### src/rtl/mandelbrot_pkg.sv
// Shared types and widths for the Mandelbrot pixel scheduler and its result FIFO.
package mandelbrot_pkg;

    typedef enum logic [1:0] {
        IDLE,
        RUN,
        DRAIN,
        DONE
    } state_t;

    localparam int COORD_W = 12;
    localparam int ADDR_W  = 21;
    localparam int SIZE_W  = 11;

endpackage

### src/rtl/mandelbrot_result_fifo.sv
// Synchronous result FIFO with flush; the head is visible combinationally so the
// consumer sees a new entry the cycle after it is pushed.
module mandelbrot_result_fifo #(
    parameter int WIDTH = 53,
    parameter int DEPTH = 8
) (
    input  logic             clk,
    input  logic             rst,
    input  logic             flush,
    input  logic             push,
    input  logic [WIDTH-1:0] push_data,
    input  logic             pop,
    output logic             full,
    output logic             empty,
    output logic [WIDTH-1:0] head
);
    localparam int PTR_W = $clog2(DEPTH);

    logic [WIDTH-1:0] mem [DEPTH];
    logic [PTR_W:0]   wr_ptr_reg;
    logic [PTR_W:0]   rd_ptr_reg;
    logic             do_push;
    logic             do_pop;

    // Extra pointer bit distinguishes full from empty when the indices match.
    assign empty   = (wr_ptr_reg == rd_ptr_reg);
    assign full    = (wr_ptr_reg[PTR_W] != rd_ptr_reg[PTR_W]) &&
                     (wr_ptr_reg[PTR_W-1:0] == rd_ptr_reg[PTR_W-1:0]);
    assign do_pop  = pop && !empty;
    assign do_push = push && (!full || do_pop) && !flush;

    always_ff @(posedge clk or posedge rst) begin
        if (rst) begin
            wr_ptr_reg <= '0;
            rd_ptr_reg <= '0;
        end else if (flush) begin
            wr_ptr_reg <= '0;
            rd_ptr_reg <= '0;
        end else begin
            if (do_push) wr_ptr_reg <= wr_ptr_reg + (PTR_W+1)'(1);
            if (do_pop)  rd_ptr_reg <= rd_ptr_reg + (PTR_W+1)'(1);
        end
    end

    always_ff @(posedge clk) begin
        if (do_push) mem[wr_ptr_reg[PTR_W-1:0]] <= push_data;
    end

    assign head = mem[rd_ptr_reg[PTR_W-1:0]];

endmodule

### src/rtl/mandelbrot_pixel_scheduler.sv
// Dispatches raster pixels to free point-generator units and gathers their
// out-of-order iteration counts into a result stream.
module mandelbrot_pixel_scheduler
    import mandelbrot_pkg::*;
#(
    parameter int NUM_UNITS  = 4,
    parameter int HBI        = 32,
    parameter int FIFO_DEPTH = 8
) (
    input  logic                         CLK,
    input  logic                         SYS_RESET,
    input  logic                         frame_start,
    input  logic                         abort,
    input  logic [SIZE_W-1:0]            x_size,
    input  logic [SIZE_W-1:0]            y_size,
    output logic                         busy,
    output logic                         frame_done,
    output logic [NUM_UNITS-1:0]         unit_start,
    output logic [NUM_UNITS*COORD_W-1:0] unit_x,
    output logic [NUM_UNITS*COORD_W-1:0] unit_y,
    input  logic [NUM_UNITS-1:0]         unit_done,
    input  logic [NUM_UNITS*HBI-1:0]     unit_iter,
    output logic                         res_valid,
    input  logic                         res_ready,
    output logic [ADDR_W-1:0]            res_addr,
    output logic [HBI-1:0]               res_iter
);
    localparam int IDX_W = (NUM_UNITS > 1) ? $clog2(NUM_UNITS) : 1;

    state_t               state_reg;
    state_t               state_next;
    logic [SIZE_W-1:0]    x_size_reg;
    logic [SIZE_W-1:0]    y_size_reg;
    logic [SIZE_W-1:0]    x_cnt_reg;
    logic [SIZE_W-1:0]    y_cnt_reg;
    logic [ADDR_W-1:0]    addr_cnt_reg;
    logic [IDX_W-1:0]     rr_ptr_reg;
    logic [IDX_W-1:0]     rr_ptr_next;

    logic [NUM_UNITS-1:0] unit_busy;
    logic [NUM_UNITS-1:0] unit_ready;
    logic [NUM_UNITS-1:0] disp_onehot;
    logic [NUM_UNITS-1:0] col_onehot;
    logic [ADDR_W-1:0]    unit_tag [NUM_UNITS];

    logic                 disp_found;
    logic                 col_found;
    logic                 dispatch_en;
    logic                 collect_en;
    logic                 abort_en;
    logic                 last_pixel;
    logic                 pop;
    logic                 fifo_full;
    logic                 fifo_empty;
    logic [ADDR_W-1:0]    col_tag;
    logic [HBI-1:0]       col_iter;
    logic [ADDR_W+HBI-1:0] fifo_head;

    assign abort_en    = abort && (state_reg != IDLE);
    assign last_pixel  = (x_cnt_reg == x_size_reg - SIZE_W'(1)) &&
                         (y_cnt_reg == y_size_reg - SIZE_W'(1));
    assign pop         = res_valid && res_ready;
    assign dispatch_en = (state_reg == RUN) && !abort_en && disp_found;
    assign collect_en  = ((state_reg == RUN) || (state_reg == DRAIN)) && !abort_en &&
                         col_found && (!fifo_full || pop);

    assign busy       = (state_reg != IDLE);
    assign frame_done = (state_reg == DONE);

    always_comb begin
        disp_found  = 1'b0;
        disp_onehot = '0;
        for (int i = 0; i < NUM_UNITS; i++) begin
            if (!disp_found && !unit_busy[i]) begin
                disp_found     = 1'b1;
                disp_onehot[i] = 1'b1;
            end
        end
    end

    // Two passes give round-robin order: units at or above the pointer first, then the wrap.
    always_comb begin
        col_found   = 1'b0;
        col_onehot  = '0;
        col_tag     = '0;
        col_iter    = '0;
        rr_ptr_next = rr_ptr_reg;
        for (int pass = 0; pass < 2; pass++) begin
            for (int i = 0; i < NUM_UNITS; i++) begin
                if (!col_found && unit_ready[i] &&
                    ((pass == 0) == (IDX_W'(i) >= rr_ptr_reg))) begin
                    col_found     = 1'b1;
                    col_onehot[i] = 1'b1;
                    col_tag       = unit_tag[i];
                    col_iter      = unit_iter[i*HBI +: HBI];
                    rr_ptr_next   = (i == NUM_UNITS - 1) ? '0 : IDX_W'(i + 1);
                end
            end
        end
    end

    always_comb begin
        state_next = state_reg;
        case (state_reg)
            IDLE: begin
                if (frame_start) begin
                    state_next = ((x_size == '0) || (y_size == '0)) ? DONE : RUN;
                end
            end
            RUN:     if (dispatch_en && last_pixel) state_next = DRAIN;
            DRAIN:   if (!(|unit_busy) && fifo_empty) state_next = DONE;
            DONE:    state_next = IDLE;
            default: state_next = IDLE;
        endcase
        if (abort_en) state_next = IDLE;
    end

    always_ff @(posedge CLK or posedge SYS_RESET) begin
        if (SYS_RESET) begin
            state_reg    <= IDLE;
            x_size_reg   <= '0;
            y_size_reg   <= '0;
            x_cnt_reg    <= '0;
            y_cnt_reg    <= '0;
            addr_cnt_reg <= '0;
            rr_ptr_reg   <= '0;
        end else begin
            state_reg <= state_next;
            if ((state_reg == IDLE) && frame_start) begin
                x_size_reg   <= x_size;
                y_size_reg   <= y_size;
                x_cnt_reg    <= '0;
                y_cnt_reg    <= '0;
                addr_cnt_reg <= '0;
            end else if (dispatch_en) begin
                if (x_cnt_reg == x_size_reg - SIZE_W'(1)) begin
                    x_cnt_reg <= '0;
                    y_cnt_reg <= y_cnt_reg + SIZE_W'(1);
                end else begin
                    x_cnt_reg <= x_cnt_reg + SIZE_W'(1);
                end
                addr_cnt_reg <= addr_cnt_reg + ADDR_W'(1);
            end
            if (abort_en) begin
                rr_ptr_reg <= '0;
            end else if (collect_en) begin
                rr_ptr_reg <= rr_ptr_next;
            end
        end
    end

    genvar gi;
    generate
        for (gi = 0; gi < NUM_UNITS; gi++) begin : gen_unit
            logic               busy_reg;
            logic [1:0]         blank_reg;
            logic               start_reg;
            logic [COORD_W-1:0] x_reg;
            logic [COORD_W-1:0] y_reg;
            logic [ADDR_W-1:0]  tag_reg;

            // blank_reg masks the done level left over from the unit's previous point.
            always_ff @(posedge CLK or posedge SYS_RESET) begin
                if (SYS_RESET) begin
                    busy_reg  <= 1'b0;
                    blank_reg <= 2'd0;
                    start_reg <= 1'b0;
                    x_reg     <= '0;
                    y_reg     <= '0;
                    tag_reg   <= '0;
                end else begin
                    start_reg <= dispatch_en && disp_onehot[gi];
                    if (abort_en) begin
                        busy_reg  <= 1'b0;
                        blank_reg <= 2'd0;
                    end else if (dispatch_en && disp_onehot[gi]) begin
                        busy_reg  <= 1'b1;
                        blank_reg <= 2'd3;
                        x_reg     <= COORD_W'(x_cnt_reg);
                        y_reg     <= COORD_W'(y_cnt_reg);
                        tag_reg   <= addr_cnt_reg;
                    end else begin
                        if (collect_en && col_onehot[gi]) busy_reg <= 1'b0;
                        if (blank_reg != 2'd0) blank_reg <= blank_reg - 2'd1;
                    end
                end
            end

            assign unit_busy[gi]  = busy_reg;
            assign unit_ready[gi] = busy_reg && unit_done[gi] && (blank_reg == 2'd0);
            assign unit_tag[gi]   = tag_reg;
            assign unit_start[gi] = start_reg;
            assign unit_x[gi*COORD_W +: COORD_W] = x_reg;
            assign unit_y[gi*COORD_W +: COORD_W] = y_reg;
        end
    endgenerate

    mandelbrot_result_fifo #(
        .WIDTH (ADDR_W + HBI),
        .DEPTH (FIFO_DEPTH)
    ) u_result_fifo (
        .clk       (CLK),
        .rst       (SYS_RESET),
        .flush     (abort_en),
        .push      (collect_en),
        .push_data ({col_tag, col_iter}),
        .pop       (pop),
        .full      (fifo_full),
        .empty     (fifo_empty),
        .head      (fifo_head)
    );

    assign res_valid = !fifo_empty;
    assign res_addr  = res_valid ? fifo_head[HBI +: ADDR_W] : '0;
    assign res_iter  = res_valid ? fifo_head[HBI-1:0] : '0;

endmodule
### config.mk
export PLATFORM = sky130hd
export DESIGN_NAME = mandelbrot_pixel_scheduler
export DESIGN_NICKNAME = d
export VERILOG_FILES = /design/src/rtl/mandelbrot_pkg.sv /design/src/rtl/mandelbrot_result_fifo.sv /design/src/rtl/mandelbrot_pixel_scheduler.sv
export SDC_FILE = /design/constraint.sdc
export NUM_CORES = 1
export LEC_CHECK = 0
export ABC_AREA = 0
export BUFFER_PORTS_ARGS = -buffer_cell sky130_fd_sc_hd__buf_2
export CORE_MARGIN = 3
export CORE_UTILIZATION = 44
export DETAILED_ROUTE_END_ITERATION = 7
export GPL_TIMING_DRIVEN = 0
export SYNTH_ARGS = -nofsm -noshare
export SYNTH_HDL_FRONTEND = slang
export SYNTH_SLANG_ARGS = --single-unit
### constraint.sdc
create_clock -name CLK -period 27.9 [get_ports CLK]
set_input_delay 5.58 -clock CLK [delete_from_list [all_inputs] [get_ports CLK]]
set_output_delay 5.58 -clock CLK [all_outputs]
set_load 0.02 [all_outputs]
# Word level (Yosys, flattened, before mapping)
# Memories as Yosys holds them, arrays and structs flattened.
# Cells that the tools add are included.
[op_classes] addsub=11 n_lt_le_gt_ge=4 eq_ne=11 muxes=94 n_bitwise=5 n_reduce_logical=103
[op_table] operator="$mux 32" count=9
[op_table] operator="$mux 21" count=11
[op_table] operator="$mux 11" count=6
[op_table] operator="$mux 2" count=27
[op_table] operator="$logic_and 1x1->1" count=49
[op_table] operator="$mux 1" count=36
[op_table] operator="$reduce_bool 3->1" count=8
[op_table] operator="$add 11x1->11 const B" count=2
[op_table] operator="$eq 11x11->1" count=2
[op_table] operator="$logic_not 11->1" count=2
[op_table] operator="$sub 11x1->11 const B" count=2
[op_table] operator="$add 21x1->21 const B" count=1
[op_table] operator="$reduce_bool 2->1" count=10
[op_table] operator="$logic_not 1->1" count=16
[op_table] operator="$mux 4" count=4
[op_table] operator="$reduce_and 2->1" count=6
[op_table] operator="$logic_not 2->1" count=5
[op_table] operator="$reduce_bool 9->1" count=1
[op_table] operator="$add 4x1->4 const B" count=2
[op_table] operator="$pmux 2 s4" count=1
[op_table] operator="$sub 2x1->2 const B" count=4
[op_table] operator="$ne 3x1->1 const B" count=2
[op_table] operator="$not 1->1" count=5
[op_table] operator="$eq 2x2->1 const B" count=2
[op_table] operator="other kinds (10)" count=15
[word_totals] ff_bits=265 ram_bits=424 in_bits=159 out_inout_bits=156 n_memories=1
[memory_table] memory="u_result_fifo.mem" words=8 word_bits=53 read_ports=1 rd_ports_with_merged_regs=0 wr=1 line="mandelbrot_result_fifo.sv:19" source="logic [WIDTH-1:0] mem [DEPTH];"

# Logic depth before layout (Yosys ltp)
# Gate-level depths: netlist (run 1).
[depth] word_depth=38 depth_mapped=12

# Hierarchy
# From an unflattened synthesis (run 1), not the netlist that was laid out.
[hier_totals] cells_unflattened=2135 area_unflattened_um2=29916.2
[by_module_without_submodules] module="mandelbrot_result_fifo" instances=1 cells_each=695 area_per_inst_um2=16520.8 seq_area_each_um2=12932.4
[by_module_without_submodules] module="mandelbrot_pixel_scheduler" instances=1 cells_each=1440 area_per_inst_um2=13395.3 seq_area_each_um2=6431.2

# Worst setup path before layout (run 1)
# No wires, ideal clock.
[synth_timing] path_type="input to register" startpoint="input abort" endpoint="memory u_result_fifo.mem[0][0], enable pin" setup_ps=540 t_arrival_ps=10440 slack_ps=16920 stages=6 cell_sequence="nand2b_1 clkbuf_1 nand3_1 nor2_1 nor2b_1 nor3b_1"
[synth_via] elab_chain_cells=9
[synth_rtl] item="start: declaration" line="mandelbrot_pixel_scheduler.sv:13" source="input logic abort,"
[synth_rtl] item="$logic_and 1x1->1 (*)" line="mandelbrot_pixel_scheduler.sv:59" source="assign abort_en = abort && (state_reg != IDLE);"
[synth_rtl] item="$logic_not 1->1 (*)" line="mandelbrot_result_fifo.sv:30, mandelbrot_pixel_scheduler.sv:64"
[synth_rtl] item="$logic_and 1x1->1 (2 in series)" line="mandelbrot_pixel_scheduler.sv:64" source="assign collect_en = ((state_reg == RUN) || (state_reg == DRAIN)) && !abort_en &&"
[synth_rtl] item="$logic_and 1x1->1" line="mandelbrot_pixel_scheduler.sv:65" source="col_found && (!fifo_full || pop);"
[synth_rtl] item="$logic_and 1x1->1" line="mandelbrot_result_fifo.sv:30" source="assign do_push = push && (!full || do_pop) && !flush;"
[synth_rtl] item="$logic_and 1x1->1 (*)" line="mandelbrot_result_fifo.sv:30"
[synth_rtl] item="$mux 1 (*)" line="mandelbrot_result_fifo.sv:46" source="if (do_push) mem[wr_ptr_reg[PTR_W-1:0]] <= push_data;"
[synth_rtl] item="$mux 1 (implied by the code) (*)" line="mandelbrot_result_fifo.sv:46"
[synth_rtl] item="end: declaration" line="mandelbrot_result_fifo.sv:19"
# Every way passes the cells marked *; elsewhere a longest branch is shown, timed or not.

# Worst setup path in the final report (run 1)
[layout_timing] startpoint="register u_result_fifo.rd_ptr_reg[0]" endpoint="output res_iter[25]"
[layout_via] elab_chain_cells=2 elab_cells_between_ends=3 classes_between="eq/ne: 1; mux: 1; memory: 1"
[layout_rtl] item="start: declaration" line="mandelbrot_result_fifo.sv:21" source="logic [PTR_W:0] rd_ptr_reg;"
[layout_rtl] item="start signal: assignment" line="mandelbrot_result_fifo.sv:41" source="if (do_pop) rd_ptr_reg <= rd_ptr_reg + (PTR_W+1)'(1);"
[layout_rtl] item="$mem_v2 8x53 / $eq 4x4->1 (equally long branches)"
[layout_rtl] item="$mux 32 (*)" line="mandelbrot_pixel_scheduler.sv:215" source="assign res_iter = res_valid ? fifo_head[HBI-1:0] : '0;"
[layout_rtl] item="end: declaration" line="mandelbrot_pixel_scheduler.sv:26" source="output logic [HBI-1:0] res_iter"
# Marks and branches as above.

==> summary.md, run 1 <==
| Metric | Value |
|---|---|
| Status | finished, final reports clean |
| Final net count | roughly 2600 |
| Largest family of logic cells by synthesized area | multiplexers |
| Area occupied by registers | 19400 um2 |
| Hold path startpoint | gen_unit[1].tag_reg[19] |
| Initial antenna violation count | 9 |
| Core ar. | 66200 um2 |
| Die width | 265 um |
| Post-synth EDFFs | 424 |
| Gp weighted congestion | 0.847 |
| Final wirelength | 79.6 mm |
| Area of the multi-input gates | 9510 um2 |
| First drt pass iteration count | 6 |
| Final Max Slew Viols | 0 |
| RR Startpoint | gen_unit[2].blank_reg[0] |
| Required time worst endpoint | about 22 ns |
| Synth Area in Compound Gates | 0.0556 |
| Slowest CP cell | buf_1 |
| Unrepaired setup endpoints after global routing | false |
| Cts hold-fix bufs | 0 |
| Max FFs per register | 424 |
| CP Launch Type | register |
| Min-delay worst type | reg -> reg |
| Rel. slew slack | 0.324 |
| Max_cap viols | 0 |
| CP bufs+invs | 4 |
| Grt ovf | 0 |
| Number of gates resized after CTS | 0 |
| Die ar. | 70300 um2 |
| Overall Power | 0.00300 W |
| TritonCTS buffer count | 73 |
| Mux share of post-synthesis cell area | 0.161 |
| Max H-tree Level | 3 |
| Area Growth Syn to Fin | 18.5% |
| VDD IR max | 0.0461 mV |
| Max stage delay on crit path | ~0.73 ns |
| Drt wl/cell | 23.9 um |
| Final worst path period need | 9.52 ns |
| CP max FO | 10 |
| Initial Utilization | 0.446 |
| Setup TNS | 0 ns |
| Largest net degree at the start of global routing | 125 |
| FP Rows | 94 |
| Synth Area in Simple Gates | 0.0755 |
| Share of layout cells above drive strength 1 | 0.307 |
| Final Setup Violations | 0 |
| Synth async-reset ratio | 0.385 |
| Post-Route Utilization | 0.529 |
| GRT Total Usage | 0.226 |
| Clk pin slew, worst setup/hold paths | 0.06 ns |
| Initial DRC Count | around 1600 |
| CTS tree | done |
| Drt via density | around 5.7 |
| Clock sink count | 689 |
| Final hold slack | 0.482 ns |
| DP Cell Count | approximately 3200 |
| PD cells | 85.6 nW/um2 |
| Netlist cell types | 79 |
| Clock latency on the worst-skew pair | 0.61 ns |
| Input/output buffers | 306 |
| Worst-Margin Slew | 1.01 ns |
| Root Driver | clkbuf_16 |
| Crit path cell chain | clkbuf_1, buf_2, buf_1, mux4_2, mux2i_1, nor2_1, buf_2 |
| Final hold violation count | 0 |
| Final period utilization | 0.341 |
| Max Buffers Root-to-Sink | 3 |
| Worst setup EP type | output port |
| Total number of vias | 19100 |
| First-pass GRT wire length | around 120 mm |
| Leak pwr | 14.3 nW |
| Highest Clock Rate | 105 MHz |
| # IOs | 315 |
| Post-Synth Adder-Cell Area | 0.00635 |
| DRC Markers | 0 |
| Die Y | 265 um |
| Synth Area in XOR/XNOR | 0.0205 |
| Worst Clk Skew | approximately 0.025 ns |
| Synthesized area per cell | 14.9 um2 |
| Yosys reg bits | 689 |
| DP HPWL | ~54 mm |
| Sequential fraction of the synthesis area | 0.655 |
| Routed Antenna Nets | 0 |
| Setup Crit Path Kind | reg -> out |
| Fillers | approximately 5500 |
| Final Non-Filler Cells | 3328 |
| Dominant synthesized flop cell | edfxtp_1 |
| Syn. warnings | 0 |
| CP dominant cell by count | buf_2 |
| Worst Path Arrival | 3.94 ns |
| Post-CTS setup repair buffer count | 0 |
| Post-Synthesis Cells | 1982 |
| Worst Setup SP | u_result_fifo.rd_ptr_reg[0] |
| Family with the most delay on the worst path | buffers and inverters |
| Mapped cell area | 29600 um2 |
| Vias in the first global route | 19600 |
[cell families (layout without fill, tap and decap cells)]
family                     count (synthesis)  after routing
DFF                                      689            689
adders and majority gates                 15             15
xor gates and xnor gates                  67             67
muxes                                    323            323
AOI/OAI and AO/OA                        226            226
and+or+nand+nor                          486            486
buffers and inverters                    175            646
other                                      1             12
[cells in the final DEF, fill, tap and decap left out, drive strengths merged, types with 16 or more instances in the layout]
master / synthesis / routed
mux2: 162 / 162
buf: 50 / 390
mux2i: 55 / 55
a222oi: 53 / 53
clkinv: 1 / 26
o21ai: 26 / 26
nand2: 182 / 182
xnor2: 35 / 35
nand4: 18 / 18
nand3: 27 / 27
edfxtp: 424 / 424
a21oi: 59 / 59
a31oi: 16 / 16
nor2: 166 / 166
dfrtp: 265 / 265
a22oi: 38 / 38
mux4: 106 / 106
inv: 24 / 29
xor2: 32 / 32
clkbuf: 99 / 195
[synth_stat cells (8+ instances only)]
cell	instances	area, um2
buf_2	8	40.0
mux4_2	106	2390
or3_1	9	56.3
xor2_1	32	280
buf_1	24	90.1
a22oi_1	38	285
inv_1	22	82.6
nor4_1	10	62.6
and3_1	8	50.1
edfxtp_1	424	12700
o21ai_0	20	100
clkbuf_1	96	360
nor3_1	14	70.1
mux2_1	14	158
ha_1	15	188
a222oi_1	53	531
buf_4	15	113
mux2_2	148	1670
nor2_1	166	623
xnor2_1	34	298
nand4_1	17	106
nand3_1	27	135
nand2_1	182	683
a21oi_1	59	295
a31oi_1	16	100
mux2i_1	55	551
dfrtp_1	265	6630
[report_power, final]
group | switching [W] | internal (W)
sequential | 0.0000427 | 0.00117
combinational | 0.000537 | 0.000309
clock | 0.000397 | 0.000539
total | 0.000977 | 0.00202
[path summary, 6_finish.rpt]
kind / end / slack [ns] / cells after the start
worst min-delay path: gen_unit[1].tag_reg[19] / 0.48 / 2
worst max register to register: u_result_fifo.mem[3][23] / 23.84 / 10
min in group asynchronous: gen_unit[1].y_reg[7] / 4.95 / 2
max in group asynchronous: gen_unit[1].x_reg[2] / 21.53 / 4
worst min register to register: gen_unit[1].tag_reg[19] / 0.48 / 2
worst max-delay path: res_iter[25] / 18.38 / 7
[cell type report]
class,count,area share
clock buffer,96,0.0564
inverter,25,0.00289
buffer,150,0.0191
antenna,4,0.000286
sequential,689,0.553
timing repair buffer,340,0.0571
tap,864,0.0309
clock inverter,35,0.00921
multi-input combinational,1125,0.272
[per-stage QoR]
step           cell area, um2  setup WS (ns)
2_1_floorplan           29600          15.02
3_3_place_gp            32200          12.22
6_report                35000          18.38
3_5_place_dp            32700          18.92
4_1_cts                 35000          18.27
5_1_grt                 35000          18.08
[worst reg2reg max path, stage by stage, from the launching register on]
cell and delay (ns):
dfrtp_1 0.36, inv_1 0.05, ha_1 0.24, nand3_1 0.22, a21o_1 0.23, nand2_1 0.13
nor4_1 0.63, clkbuf_1 0.67, clkbuf_1 0.69, a21oi_1 0.18, nand2_1 0.40
[routing by layer]
layer	vias up	routed length, um	global-route usage
li1	8393	-	-
met1	9758	32800	0.299
met2	773	38800	0.376
met3	135	6370	0.0522
met4	8	1650	0.0641
met5	-	56	0
(Power assumes the default switching activity.)
==> inputs of run 2 (changes only) <==
Clock period 27.9 ns to 7.75 ns, I/O delays scaled along.
==> summary.md, run 2 (same netlist as run 1, synthesis figures left out) <==
| Metric | Value |
|---|---|
| Status | complete, but fails checks |
| Failing checks | capacitance limit, slew limit |
| Core ar. | 66200 um2 (unchanged) |
| Grt ovf | 0 (unchanged) |
| Worst setup EP type | output port |
| Root Driver | clkbuf_16 |
| First drt pass iteration count | 8 (+2) |
| Unrepaired setup endpoints after global routing | false |
| Final hold violation count | 0 (unchanged) |
| Initial Utilization | 0.446 (unchanged) |
| FP Rows | 94 (unchanged) |
| Die Y | 265 um (unchanged) |
| Final hold slack | 0.481 ns (-0.000651 ns) |
| Highest Clock Rate | 182 MHz |
| Drt wl/cell | 24.0 um (+0.20%) |
| Max Buffers Root-to-Sink | 3 (unchanged) |
| Die width | 265 um (unchanged) |
| Max FFs per register | 424 (unchanged) |
| Input/output buffers | 306 (unchanged) |
| Rel. slew slack | -0.0336 (-0.358) |
| Clock latency on the worst-skew pair | 0.61 ns (about the same) |
| Worst Path Arrival | 3.96 ns (+0.02 ns) |
| DP Cell Count | 3200 (+0.22%) |
| Vias in the first global route | 19600 (+0.35%) |
| Clock sink count | 689 (unchanged) |
| Routed Antenna Nets | 0 (unchanged) |
| Max H-tree Level | 3 (unchanged) |
| Total number of vias | 19200 (+0.53%) |
| DP HPWL | 55.8 mm (+2.5%) |
| Most frequent cells in the layout | edfxtp_1 (424), buf_2 (314), dfrtp_1 (265), nand2_1 (182), nor2_1 (166) |
| # IOs | 315 (unchanged) |
| GRT Total Usage | 0.228 (+0.00245) |
| Leak pwr | 14.5 nW (+1.1%) |
| Number of gates resized after CTS | 0 (unchanged) |
| Initial DRC Count | 1605 (-2.6%) |
| Worst Clk Skew | 0.0168 ns (-0.00778 ns) |
| PD cells | 312 nW/um2 (+260%) |
| Area Growth Syn to Fin | 19.6% |
| Post-CTS setup repair buffer count | 0 (unchanged) |
| Drt via density | 5.74 (+0.20%) |
| Final Non-Filler Cells | 3339 (+0.33%) |
| Setup Crit Path Kind | reg -> out |
| Largest net degree at the start of global routing | 50 (-60%) |
| Initial antenna violation count | 4 (-5) |
| CP Launch Type | register |
| Final period utilization | 0.711 |
| Min-delay worst type | reg -> reg |
| Final worst path period need | 5.51 ns |
| Final worst slack | 2.24 ns (-16.14 ns) |
| VDD IR max | 0.152 mV (+230%) |
| Max_cap viols | 1 (+1) |
| Reg-to-reg slack, setup | 3.23 ns (-20.61 ns) |
| Worst-Margin Slew | 1.54 ns (+0.524 ns) |
| Final Max Slew Viols | 9 (+9) |
| CTS tree | done |
| Worst slack at placement | 2.47 ns (-16.45 ns) |
| Final net count | 2586 (+0.31%) |
| Final wirelength | 80.1 mm (+0.53%) |
| First-pass GRT wire length | 121 mm (+1.3%) |
| DRC Markers | 0 (unchanged) |
| Final Setup Violations | 0 (unchanged) |
| Share of layout cells above drive strength 1 | 0.310 (+0.00324) |
| Cts hold-fix bufs | 0 (unchanged) |
| TritonCTS buffer count | 74 (+1.4%) |
| Required time worst endpoint | 6.20 ns (-16.12 ns) |
| Clk pin slew, worst setup/hold paths | 0.06 ns (about the same) |
| Commonest non-fill, non-tap cell in the layout | edfxtp_1 |
| CP max FO | 10 (unchanged) |
| Gp weighted congestion | 0.847 (about the same) |
| Die ar. | 70300 um2 (unchanged) |
==> run 2: cell count changes in the layout (fill, tap and decap cells not counted), sizes merged <==
cell    change
clkbuf      +8
buf         +7
bufinv      +4
clkinv      -3
inv         -3
diode       -2
==> run 2: routing by layer <==
metal | vias up | routed length, um | GRT usage
li1 | 8418 | - | -
met1 | 9830 | 33400 | 0.304
met2 | 773 | 38500 | 0.377
met3 | 145 | 5940 | 0.0494
met4 | 2 | 2160 | 0.0742
met5 | - | 7 | 0
==> run 2: area by class of cell <==
class	instances	area (um2)
tap	864	1080
antenna	2	5.00
timing repair buffer	347	2130
buffer	150	671
sequential	689	19400
inverter	25	97.6
multi-input combinational	1125	9510
clock inverter	33	407
clock buffer	104	2090
fill	5474	30900
==> run 2: final timing paths <==
check                                                  from                  endpoint  depth (start not counted)
worst max-delay path            u_result_fifo.rd_ptr_reg[0]              res_iter[23]                          7
worst min-delay path                gen_unit[0].tag_reg[20]   gen_unit[0].tag_reg[20]                          2
worst max register to register     gen_unit[1].blank_reg[0]  u_result_fifo.mem[6][24]                         10
worst min register to register      gen_unit[0].tag_reg[20]   gen_unit[0].tag_reg[20]                          2
max in group asynchronous                         SYS_RESET    gen_unit[1].tag_reg[9]                          6
min in group asynchronous                         SYS_RESET      gen_unit[2].y_reg[7]                          2
==> run 2: worst max-delay path, cell delays in order (launching register included) <==
cell and delay, ns:
dfrtp_1 0.35, clkbuf_1 0.67, buf_2 0.47, buf_1 0.74, mux4_2 0.60, mux2i_1 0.26
nor2_1 0.08, buf_2 0.18
==> run 2: metrics by stage <==
stage	total power [W]	utilization	cell area, um2	setup TNS (ns)
after floorplan	0.00644	-	29600	0
after global placement	0.00745	0.486	32200	-760.05
after detailed placement	0.00754	0.496	32900	0
after CTS	0.0112	0.534	35400	0
after global routing	0.0116	0.534	35400	0
final	0.0110	0.534	35400	0
==> run 2: report_power, final <==
group	internal (W)	total (W)	switching [W]
Clock	0.00216	0.00360	0.00144
Combinational	0.00112	0.00305	0.00194
Sequential	0.00422	0.00438	0.000160
